--- config.mk ---
export PLATFORM = sky130hd
export DESIGN_NAME = dmem_access
export DESIGN_NICKNAME = d
export VERILOG_FILES = /design/src/rtl/dmem_access.sv
export SDC_FILE = /design/constraint.sdc
export NUM_CORES = 1
export LEC_CHECK = 0
export BUFFER_PORTS_ARGS = -buffer_cell sky130_fd_sc_hd__buf_4
export CORE_AREA = 2 2 106 108
export DETAILED_ROUTE_END_ITERATION = 12
export DIE_AREA = 0 0 108 110
export HOLD_SLACK_MARGIN = 0.08
export PLACE_DENSITY = 0.71
export SYNTH_ARGS = -nofsm -noshare
export SYNTH_HDL_FRONTEND = slang
export SYNTH_SLANG_ARGS = --single-unit
--- constraint.sdc ---
create_clock -name clk -period 3.2 [get_ports clk]
set_input_delay 0.64 -clock clk [delete_from_list [all_inputs] [get_ports clk]]
set_output_delay 0.64 -clock clk [all_outputs]
set_load 0.01 [all_outputs]
--- src/rtl/dmem_access.sv ---
// MEM-stage data-memory access unit; optional DMEM_UNALIGNED_EXC_EN adds misaligned-address faults.
// Latency: request and addr_ok in cycle N, data_ok and load_data_o in N+1 at the earliest.
// Backpressure: stall_request_o holds the pipeline until the bus finishes; a stalled MEM/WB parks the load data in a buffer.
module dmem_access (
   input  logic        clk,
   input  logic        rst,
   input  logic        flush,
   input  logic        stall_next_stage,
   input  logic        mem_read_flag_i,
   input  logic        mem_write_flag_i,
   input  logic        mem_sign_ext_flag_i,
   input  logic [3:0]  mem_sel_i,
   input  logic [31:0] mem_write_data_i,
   input  logic [31:0] result_i,
   input  logic [31:0] exception_type_i,
   output logic        data_req,
   output logic        data_wr,
   output logic [1:0]  data_size,
   output logic [31:0] data_addr,
   output logic [31:0] data_wdata,
   input  logic        data_addr_ok,
   input  logic        data_data_ok,
   input  logic [31:0] data_rdata,
   output logic [31:0] load_data_o,
   output logic        stall_request_o,
   output logic        adel_o,
   output logic        ades_o,
   output logic [31:0] bad_vaddr_o
);

   typedef enum logic [2:0] {S_IDLE, S_REQ, S_WAIT, S_DONE, S_DRAIN} state_t;

   state_t      state, state_nxt;
   logic [1:0]  acc_size;
   logic [1:0]  lane;
   logic [31:0] wdata_rep;
   logic [31:0] shifted;
   logic [31:0] load_ext;
   logic [31:0] load_buf;
   logic        buf_load;
   logic        base_valid;
   logic        access_valid;
   logic        req_int;

   always_comb begin
      acc_size = 2'd2;
      lane     = 2'd0;
      case (mem_sel_i)
         4'b0001: begin acc_size = 2'd0; lane = 2'd0; end
         4'b0010: begin acc_size = 2'd0; lane = 2'd1; end
         4'b0100: begin acc_size = 2'd0; lane = 2'd2; end
         4'b1000: begin acc_size = 2'd0; lane = 2'd3; end
         4'b0011: begin acc_size = 2'd1; lane = 2'd0; end
         4'b1100: begin acc_size = 2'd1; lane = 2'd2; end
         default: begin acc_size = 2'd2; lane = 2'd0; end
      endcase
   end

   always_comb begin
      case (acc_size)
         2'd0:    wdata_rep = {4{mem_write_data_i[7:0]}};
         2'd1:    wdata_rep = {2{mem_write_data_i[15:0]}};
         default: wdata_rep = mem_write_data_i;
      endcase
   end

   assign shifted = data_rdata >> {lane, 3'b000};

   always_comb begin
      case (acc_size)
         2'd0:    load_ext = {{24{mem_sign_ext_flag_i & shifted[7]}}, shifted[7:0]};
         2'd1:    load_ext = {{16{mem_sign_ext_flag_i & shifted[15]}}, shifted[15:0]};
         default: load_ext = shifted;
      endcase
   end

   // rst gates the request so every output reads 0 while reset is held
   assign base_valid = ~rst & (mem_read_flag_i | mem_write_flag_i)
                     & (exception_type_i == 32'd0) & ~flush;

`ifdef DMEM_UNALIGNED_EXC_EN
   logic misaligned;
   logic addr_fault;

   assign misaligned   = ((acc_size == 2'd2) & (result_i[1:0] != 2'b00))
                       | ((acc_size == 2'd1) & result_i[0]);
   assign addr_fault   = base_valid & misaligned & (state == S_IDLE);
   assign access_valid = base_valid & ~misaligned;
   assign adel_o       = addr_fault & mem_read_flag_i;
   assign ades_o       = addr_fault & mem_write_flag_i;
   assign bad_vaddr_o  = addr_fault ? result_i : 32'd0;
`else
   logic unused_addr_bits;

   assign unused_addr_bits = ^result_i[1:0];
   assign access_valid     = base_valid;
   assign adel_o           = 1'b0;
   assign ades_o           = 1'b0;
   assign bad_vaddr_o      = 32'd0;
`endif

   always_ff @(posedge clk or posedge rst) begin
      if (rst) begin
         state    <= S_IDLE;
         load_buf <= 32'd0;
      end else begin
         state <= state_nxt;
         if (buf_load) load_buf <= load_ext;
      end
   end

   always_comb begin
      state_nxt       = state;
      req_int         = 1'b0;
      stall_request_o = 1'b0;
      load_data_o     = 32'd0;
      buf_load        = 1'b0;
      case (state)
         S_IDLE: begin
            if (access_valid) begin
               req_int         = 1'b1;
               stall_request_o = 1'b1;
               state_nxt       = data_addr_ok ? S_WAIT : S_REQ;
            end
         end
         S_REQ: begin
            req_int         = 1'b1;
            stall_request_o = 1'b1;
            // an accepted address must still see its data_ok, even when flushed
            if (data_addr_ok)  state_nxt = flush ? S_DRAIN : S_WAIT;
            else if (flush)    state_nxt = S_IDLE;
         end
         S_WAIT: begin
            if (data_data_ok) begin
               load_data_o = load_ext;
               if (flush) begin
                  state_nxt = S_IDLE;
               end else if (stall_next_stage) begin
                  buf_load  = 1'b1;
                  state_nxt = S_DONE;
               end else begin
                  state_nxt = S_IDLE;
               end
            end else begin
               stall_request_o = 1'b1;
               if (flush) state_nxt = S_DRAIN;
            end
         end
         S_DONE: begin
            load_data_o = load_buf;
            if (~stall_next_stage | flush) state_nxt = S_IDLE;
         end
         S_DRAIN: begin
            stall_request_o = 1'b1;
            if (data_data_ok) state_nxt = S_IDLE;
         end
         default: state_nxt = S_IDLE;
      endcase
   end

   assign data_req   = req_int;
   assign data_wr    = req_int & mem_write_flag_i;
   assign data_size  = req_int ? acc_size : 2'd0;
   assign data_addr  = req_int ? {result_i[31:2], lane} : 32'd0;
   assign data_wdata = req_int ? wdata_rep : 32'd0;

endmodule

Word-level counts from Yosys, hierarchy flattened
Cells that the tools add are included.
{"block": "totals", "out_inout_bits": 135, "input_bits": 141, "ff_bits": 35, "wordCells": 67}
{"block": "classes", "shift": 1, "eq_ne": 16, "n_reduce_logical": 8, "bitwise": 11, "mux": 29}
{"operator": "32-bit one-hot mux with 2 select lines", "n": 3}
{"operator": "32-bit two-way mux", "n": 3}
{"operator": "32-bit logical NOT", "n": 1}
{"operator": "32-bit by 5-bit right shift with 32-bit output", "n": 1}
{"operator": "3-bit two-way mux", "n": 8}
{"operator": "3-bit one-hot mux with 5 select lines", "n": 1}
{"operator": "4-bit by 2-bit equality test with 1-bit output (second input constant)", "n": 2}
{"operator": "4-bit equality test (second input constant)", "n": 2}
{"operator": "2-bit two-way mux", "n": 4}
{"operator": "1-bit bitwise AND", "n": 6}
{"operator": "3-bit by 2-bit equality test with 1-bit output (second input constant)", "n": 2}
{"operator": "1-bit two-way mux", "n": 6}
{"operator": "2-bit inequality test (second input constant)", "n": 3}
{"operator": "3-bit inequality test (second input constant)", "n": 2}
{"operator": "2-bit one-hot mux with 3 select lines", "n": 1}
{"operator": "2-bit OR reduction", "n": 3}
{"operator": "5-bit AND reduction", "n": 1}
{"operator": "4-bit by 1-bit equality test with 1-bit output (second input constant)", "n": 1}
{"operator": "4-bit by 3-bit equality test with 1-bit output (second input constant)", "n": 1}
{"operator": "2-bit one-hot mux with 2 select lines", "n": 1}
{"operator": "4-bit OR reduction", "n": 1}
{"operator": "3-bit by 1-bit equality test with 1-bit output (second input constant)", "n": 1}
{"operator": "3-bit equality test (second input constant)", "n": 1}
{"operator": "3-bit logical NOT", "n": 1}
{"operator": "6 further kinds", "n": 9}

Longest topological paths before layout
Gate-level depths: netlist of run 1.
{"block": "logic_depth", "word_depth": 8, "mapped_depth": 9, "depth_no_buf": 6}

Worst setup path after synthesis of run 1
Ideal clock, no wire load.
{"block": "synth_path", "kind": "input to output", "from": "in mem_sel_i[3]", "to": "out load_data_o[0]", "t_arrival_ns": 2.246, "setup_slack_ns": 0.314, "cell_stages": 8, "cell_sequence": "buf_2 > xnor2_1 > or3_1 > buf_2 > buf_2 > mux2i_1 > mux2_2 > o21ai_0"}
{"block": "synth_between", "elab_chain_cells": 7}
{"element": "start, declared", "line": "12", "rtl": "input logic [3:0] mem_sel_i,"}
{"element": "4-bit equality test / 4-bit by 3-bit equality test with 1-bit output (equally long branches)", "line": "48", "rtl": "case (mem_sel_i)"}
{"element": "2-bit OR reduction (no line)"}
{"element": "2-bit one-hot mux with 3 select lines (*)", "line": "48"}
{"element": "32-bit by 5-bit right shift with 32-bit output (*)", "line": "67", "rtl": "assign shifted = data_rdata >> {lane, 3'b000};"}
{"element": "32-bit one-hot mux with 2 select lines (*)", "line": "70", "rtl": "case (acc_size)"}
{"element": "32-bit two-way mux (*)", "line": "134", "rtl": "if (data_data_ok) begin"}
{"element": "32-bit one-hot mux with 2 select lines (*)", "line": "118", "rtl": "case (state)"}
{"element": "end, declared", "line": "24", "rtl": "output logic [31:0] load_data_o,"}
Every way passes the cells marked *; elsewhere a longest branch is shown, timed or not.

Worst setup path after layout of run 1
{"block": "layout_path", "from": "in exception_type_i[11]", "to": "out data_wdata[28]"}
{"block": "layout_between", "elab_chain_cells": 6}
{"element": "start, declared", "line": "15", "rtl": "input logic [31:0] exception_type_i,"}
{"element": "32-bit logical NOT", "line": "79", "rtl": "& (exception_type_i == 32'd0) & ~flush;"}
{"element": "1-bit bitwise AND (2 in series)", "line": "79"}
{"element": "1-bit two-way mux", "line": "120", "rtl": "if (access_valid) begin"}
{"element": "1-bit one-hot mux with 2 select lines", "line": "118"}
{"element": "32-bit two-way mux", "line": "165", "rtl": "assign data_wdata = req_int ? wdata_rep : 32'd0;"}
{"element": "end, declared", "line": "20", "rtl": "output logic [31:0] data_wdata,"}
Every way passes these cells.

==> flow_summary.toml, run 1 <==
[worst_setup_path]
crit_required_ns = 2.56
r2r_setup_slack_ns = 0.99
r2r_end = "load_buf[23]"
crit_path_start = "exception_type_i[11]"
r2r-start = "state[0]"
crit_path_start_kind = "input pin"
arrival_ns = 2.47
ff2ff_path_depth = 6
end_kind = "primary output"
cp_max_fo = 28
crit_type = "in2out"

[clock_tree]
cts-resized-gates = 0
cts-htree-levels = 2
clockBufferDepth = 2
clockRootBuffer = "clkbuf_8"
cts_setup_buffers = 0
cts_sinks = 35
clock_latency_ns = 0.29
cts_hold_buf = 0
cts_tree = "done"
cts_buffers = 5
clk_pin_slew_ns = 0.08

[global_route]
grt-ovfl-total = 0
grt_usage = 0.212
antenna_found_initial = 0
grt_pass1_wl_um = 20000
first_global_vias = 3887
grt_max_degree = 42

[layout]
diodes = 0
final_nets = 860
multi_input_area_sq_mm = 0.00249
final_cell_count_no_fill = 860
syn2layout_area_growth_pct = 52.8
drive_above_1_share = 0.414
fillers = 1003
seq_area_sq_um = 876

[drt]
drt-pass1-iter-count = 5
postRouteAntennaNets = 0
wirelength_um = 14200
drt_iter0_drc = 399
via_per_inst = 5.18
drc_errors = 0
vias = 4452
post_drt_wl_per_cell_um = 16.5

[timing]
fin_skew_ns = 0.00653
slew_violations = 0
slew_headroom = 0.448
grt_setup_unrepaired = "no"
hold_viol = 0
fin_crit_ns = 3.11
hold_ws_ns = 0.464
worst_slew_pin_slew_ns = 0.825
final.period_utilization = 0.971
fmax_mhz = 322
finalSetupViolCount = 0
fin_tns_setup_ns = 0

[power]
power_mw = 1.34
ir_drop_uv = 236
power_density_mw_per_mm2 = 236
leakage_nw = 2.87

[min_path]
hp-class = "in2async"

[placed_design]
port_buffers = 239
gp_congestion = 0.851
dp_hpwl_um = 11400
dp_cells = 852

[synthesis]
syn_area_sq_mm = 0.00371
synth-edff-count = 0
syn_area_per_cell_sq_um = 7.45
yosysSeqAreaShare = 0.236
ys_warn_count = 0
ys_types = 56
synth_cells = 498
synth_top_area_share = 0.236
yosysMostFrequentCell = "nand2_1"
synthTopCellsByCount = "nand2_1 (76), nor2_1 (54), and2_1 (43), buf_4 (37), dfrtp_1 (35)"
synth.largest_area_cell = "dfrtp_1"
ys_ff_latch = 35
synth_area_leaders = "dfrtp_1 (24%), nand2_1 (7.7%), buf_4 (7.5%), and2_1 (7.2%), nor2_1 (5.5%)"
synthFlopType = "dfrtp_1"
synthArstFlopShare = 1.00

[die]
initial_core_util = 0.347
num_io_pins = 276
core_sq_mm = 0.0107
fp.dieW_um = 108
die-area_sq_mm = 0.0119
die_h_um = 110
rows = 38

[run_status]
outcome = "finished, final reports clean"

[run]
max-cap-violations = 0
area by class of cell:
cell class | count | area share
clock buffer | 5 | 0.0121
multi-input combinational | 414 | 0.439
inverter | 4 | 0.00265
clock inverter | 3 | 0.0119
timing repair buffer | 259 | 0.349
tap | 140 | 0.0309
sequential | 35 | 0.154
kinds of logic after synthesis:
logic type / Yosys count / share of synthesized area
other: 1 / 0.00101
XOR/XNOR: 1 / 0.00236
AO/OA/AOI/OAI: 135 / 0.272
buffers and inverters: 82 / 0.133
AND/OR/NAND/NOR: 221 / 0.291
multiplexers: 23 / 0.0644
flip-flops: 35 / 0.236
power breakdown:
part	internal, mW	leakage [nW]	total [mW]	switching, mW
registers	0.442	0.489	0.442	0.0000165
clock network	0.311	0.0644	0.490	0.179
logic	0.202	2.31	0.406	0.204
layer usage:
layer / track usage / part of all wire
met1: 0.263 / 0.39
met2: 0.379 / 0.51
met3: 0.0312 / 0.070
met4: 0.0705 / 0.027
met5: 0 / 0
sequential cells by signal, summed over array words and instances (netlist names):
| name | flops |
|---|---|
| load_buf | 32 |
| state | 3 |
worst max-delay path, stage by stage:
cell and delay (ns):
buf_4 0.11, nor4_1 0.37, o211ai_1 0.14, nor3_1 0.21, buf_4 0.16, o21ai_2 0.07
buf_12 0.17, nor3_1 0.38, buf_4 0.20
worst max-delay path by stage:
stage                      endpoint  slack [ns]
finish               data_wdata[28]        0.09
global route        load_data_o[27]       0.005
detailed placement   load_data_o[4]        0.12
global placement    load_data_o[25]        0.14
floorplan            load_data_o[0]        0.31
CTS                 load_data_o[21]        0.11
cell usage in the layout, fill, tap and decap left out, types with 10 or more instances in the layout:
master,count
buf_4,256
nand2_1,76
nor2_1,54
and2_1,43
dfrtp_1,35
conb_1,34
o21ai_0,28
a31oi_1,20
nor3_1,18
mux2i_1,16
a21oi_1,14
a221oi_2,11
a22oi_1,10
o21ai_1,10
through the flow:
stage / setup WS (ns) / utilization / instance area (sq um)
after detailed placement: 0.118 / 0.517 / 5530
after CTS: 0.113 / 0.529 / 5660
after floorplan: 0.314 / - / 3840
after global placement: 0.144 / 0.517 / 5530
final: 0.0916 / 0.530 / 5670
after global routing: 0.00452 / 0.530 / 5670
No activity file was read; power rests on OpenSTA's default activity.
==> run 2, diff against run 1 <==
Settings changed: REMOVE_ABC_BUFFERS set to 1.
==> flow_summary.toml, run 2 (synthesis results as in run 1) <==
[die]
fp.dieW_um = 108
initial_core_util = 0.347
die_h_um = 110
die-area_sq_mm = 0.0119
num_io_pins = 276
core_sq_mm = 0.0107
rows = 38

[placed_design]
gp_congestion = 0.858
placed_cell_area_sq_mm = 0.00555
place_ws_ns = 0.111
dp_hpwl_um = 12000
port_buffers = 239

[clock_tree]
clk_pin_slew_ns = 0.08
clockBufferDepth = 2
cts_sinks = 35
clockRootBuffer = "clkbuf_8"
cts_setup_buffers = 0
cts_tree = "done"
cts-htree-levels = 2
cts_buffers = 5
clock_latency_ns = 0.29

[layout]
final_nets = 861
largest-register = "load_buf"
layout_common_cells = "buf_4 (256), nand2_1 (76), nor2_1 (54)"
diodes = 0
stdcell_area_sq_mm = 0.00567
reg_top3 = "load_buf x32, state x3"
syn2layout_area_growth_pct = 52.8
largest_reg_flops = 32
drive_above_1_share = 0.417
mostFrequentLayoutCell = "buf_4"
utilization = 0.530

[worst_setup_path]
cp_top_family = "compound AO/OA/AOI/OAI gates"
end_kind = "primary output"
cp_max_fo = 17
r2r-start = "state[0]"
arrival_ns = 2.46
crit_chain = "buf_4 -> or4b_4 -> o211a_1 -> o211a_4 -> a221oi_1 -> o21ai_0 -> buf_4"
r2r_setup_slack_ns = 1.08
max_stage_delay_ns = 0.53
crit_path_start_kind = "input pin"
ff2ff_path_depth = 5
crit_path_start = "mem_sel_i[0]"
r2r_end = "load_buf[0]"
crit_type = "in2out"
crit_buf_inv = 2
crit_slowest_cell = "or4b_4"
path_common_cell = "buf_4"
crit_required_ns = 2.56

[drt]
via_per_inst = 5.25
postRouteAntennaNets = 0
vias = 4524
wirelength_um = 15000
drc_errors = 0
post_drt_wl_per_cell_um = 17.4
drt_iter0_drc = 476
drt-pass1-iter-count = 7

[timing]
slew_headroom = 0.449
final.period_utilization = 0.968
worst_slew_pin_slew_ns = 0.825
grt_setup_unrepaired = "no"
layout_setup_ws_ns = 0.103
fin_crit_ns = 3.10
fin_skew_ns = 0.00868
hold_viol = 0
finalSetupViolCount = 0
slew_violations = 0
hold_ws_ns = 0.463
fmax_mhz = 323

[global_route]
grt_pass1_wl_um = 21400
grt-ovfl-total = 0
first_global_vias = 4113
grt_max_degree = 42
antenna_found_initial = 2
grt_usage = 0.230

[power]
ir_drop_uv = 245
power_mw = 1.26
leakage_nw = 2.87
power_density_mw_per_mm2 = 222

[run_status]
outcome = "finished, final reports clean"

[min_path]
hp-class = "in2async"

[run]
max-cap-violations = 0
[run 2: layout make-up]
cell class	instances	area (sq um)
Clock buffer	5	68.8
Clock inverter	3	43.8
Fill cell	1020	5020
Inverter	4	15.0
Multi-Input combinational cell	414	2490
Sequential cell	35	876
Tap cell	140	175
Timing Repair Buffer	260	2000
[run 2: repair_timing]
| action | in CTS | in global routing |
|---|---|---|
| endpoints found under the hold margin | 0 | 0 |
| gates resized for setup | 0 | 2 |
| hold buffers | 0 | 0 |
| endpoints found under the setup margin | 0 | 1 |
[run 2: per-layer routing]
metal | part of all wire | up-vias | track usage
met2 | 0.52 | 218 | 0.413
met4 | 0.018 | 4 | 0.0513
met3 | 0.092 | 30 | 0.0547
li1 | - | 2150 | -
met5 | 0.0017 | - | 0
met1 | 0.37 | 2122 | 0.280
[run 2: power breakdown]
| part | switching (mW) | internal, mW |
|---|---|---|
| Combinational | 0.207 | 0.207 |
| Sequential | 0.0000161 | 0.442 |
| Clock | 0.171 | 0.232 |
| Total | 0.378 | 0.881 |
[run 2: metrics by stage]
step                TNS (ns)  std cells
floorplan             -77.29        453
global placement           0        853
detailed placement         0        853
CTS                        0        861
global route               0        861
finish                     0        861
[run 2: worst reg2reg max path, stage by stage (launching register included)]
cell and delay, ns:
dfrtp_1 0.50, nor2_1 0.21, and3_1 0.28, nand3b_1 0.60
nand2_1 0.26, o21ai_0 0.12
[run 2: worst max-delay path by stage]
| stage | end | slack (ns) | depth (start not counted) |
|---|---|---|---|
| 6_report | load_data_o[30] | 0.10 | 7 |
| 3_5_place_dp | load_data_o[29] | 0.11 | 7 |
| 2_1_floorplan | data_addr[10] | -1.19 | 5 |
| 4_1_cts | load_data_o[27] | 0.08 | 7 |
| 5_1_grt | data_wdata[25] | 0.05 | 9 |
| 3_3_place_gp | load_data_o[29] | 0.13 | 7 |
==> run 3, diff against run 2 <==
Settings changed: CELL_PAD_IN_SITES_DETAIL_PLACEMENT set to 2, CELL_PAD_IN_SITES_GLOBAL_PLACEMENT set to 2, CORE_AREA 2 2 106 108 to not set, CORE_UTILIZATION set to 20, DIE_AREA 0 0 108 110 to not set, PLACE_DENSITY 0.71 to not set, PLACE_DENSITY_LB_ADDON set to 0.1.
==> flow_summary.toml, run 3 (synthesis results as in run 1) <==
[timing]
grt_setup_unrepaired = "no"
fin_crit_ns = 3.14
fmax_mhz = 319
slew_violations = 0
hold_viol = 0
slew_headroom = 0.423
fin_skew_ns = 0.00811
worst_slew_pin_slew_ns = 0.863
layout_setup_ws_ns = 0.0622
final.period_utilization = 0.981
finalSetupViolCount = 0

[global_route]
grt_usage = 0.202
antenna_found_initial = 2
grt-ovfl-total = 0
grt_pass1_wl_um = 29700
first_global_vias = 4818
grt_max_degree = 42

[layout]
largest-register = "load_buf"
multi_input_area_sq_mm = 0.00250
drive_above_1_share = 0.430
reg_top3 = "load_buf x32, state x3"
utilization = 0.328
fillers = 2159
layout_common_cells = "buf_4 (265), nand2_1 (76), nor2_1 (54)"
final_nets = 871
syn2layout_area_growth_pct = 59.8
largest_reg_flops = 32
seq_area_sq_um = 876
mostFrequentLayoutCell = "buf_4"

[run_status]
violations = "design-rule violations"
outcome = "finished with violations"

[clock_tree]
clk_pin_slew_ns = 0.06
clockRootBuffer = "clkbuf_16"
clock_latency_ns = 0.29
cts-htree-levels = 2
clockBufferDepth = 2
cts_buffers = 5
cts_sinks = 35
cts_hold_buf = 0
cts_tree = "done"

[die]
core_sq_mm = 0.0181
die-area_sq_mm = 0.0191
rows = 49
num_io_pins = 276
fp.dieW_um = 138
initial_core_util = 0.205
die_h_um = 138

[drt]
postRouteAntennaNets = 0
vias = 4582
drt_iter0_drc = 197
wirelength_um = 19400
via_per_inst = 4.76
drc_errors = 46
drt-pass1-iter-count = 9
post_drt_wl_per_cell_um = 20.2

[placed_design]
place_ws_ns = 0.0523
port_buffers = 239
dp_hpwl_um = 15800
gp_congestion = 0.813

[power]
power_density_mw_per_mm2 = 235
sequentialPowerShare = 0.317
power_switching_mw = 0.430
ir_drop_uv = 163
p_int_mw = 0.967
sw_frac_of_total = 0.308
p_clk_frac = 0.371
comb_power_share = 0.312
leakage_nw = 2.94

[worst_setup_path]
ff2ff_path_depth = 5
crit_type = "in2out"
arrival_ns = 2.50
crit_required_ns = 2.56
crit_path_start_kind = "input pin"
cp_max_fo = 10
end_kind = "primary output"

[run]
max-cap-violations = 0

[min_path]
hp-class = "in2async"
-- run 3: changes by cell type in the layout (fill, tap and decap cells not counted), sizes merged --
cell	change
buf	+10
clkinv	-1
bufinv	-1
clkbuf	+1
diode	+2
clkinvlp	+1
-- run 3: final timing paths --
path / to / startpoint / slack, ns
max reg2reg: load_buf[30] / state[0] / 1.05
min in group clk: load_buf[5] / load_buf[5] / 0.49
max: load_data_o[28] / mem_sel_i[2] / 0.06
min: state[0] / rst / 0.35
min reg2reg: load_buf[5] / load_buf[5] / 0.49
max in group asynchronous: load_buf[21] / rst / 2.28
-- run 3: critical path, cell delays in order --
cell and delay, ns:
buf_4 0.13, or4b_4 0.55, o211a_1 0.18, o211a_4 0.31, buf_4 0.16, a221oi_2 0.21
o21ai_0 0.14, buf_4 0.16
-- run 3: cell type report --
class | instances | share of cell area
timing repair buffer | 270 | 0.352
antenna | 2 | 0.000844
inverter | 4 | 0.00253
multi-input combinational | 414 | 0.422
tap | 229 | 0.0483
clock inverter | 2 | 0.00274
sequential | 35 | 0.148
clock buffer | 6 | 0.0234
-- run 3: what timing repair did --
item	CTS	global route
setup buffers	0	4
setup endpoints to repair	0	41
endpoints found under the hold margin	0	0
gates resized for setup	0	5
-- run 3: metrics by stage --
step,cells,hold slack [ns],area [sq um],setup TNS (ns),total power [mW]
2_1_floorplan,453,0.448,3360,-77.29,0.634
3_3_place_gp,948,0.460,5720,0,0.871
3_5_place_dp,948,0.474,5720,0,0.884
4_1_cts,956,0.374,5870,0,1.42
5_1_grt,962,0.391,5930,0,1.47
6_report,962,0.355,5930,0,1.40
-- run 3: routing by layer --
| metal | track usage | part of all wire | up-vias |
|---|---|---|---|
| met5 | 0 | 0 | - |
| met4 | 0.0662 | 0.024 | 0 |
| met3 | 0.0360 | 0.050 | 27 |
| met2 | 0.361 | 0.51 | 182 |
| met1 | 0.243 | 0.42 | 2212 |
| li1 | - | - | 2161 |
-- run 3: power by group through the flow --
stage	logic (mW)	registers [mW]	clock network [mW]
3_5_place_dp	0.433	0.451	0
4_1_cts	0.434	0.442	0.542
6_report	0.436	0.443	0.518
3_3_place_gp	0.421	0.451	0
5_1_grt	0.473	0.442	0.551
2_1_floorplan	0.184	0.451	0
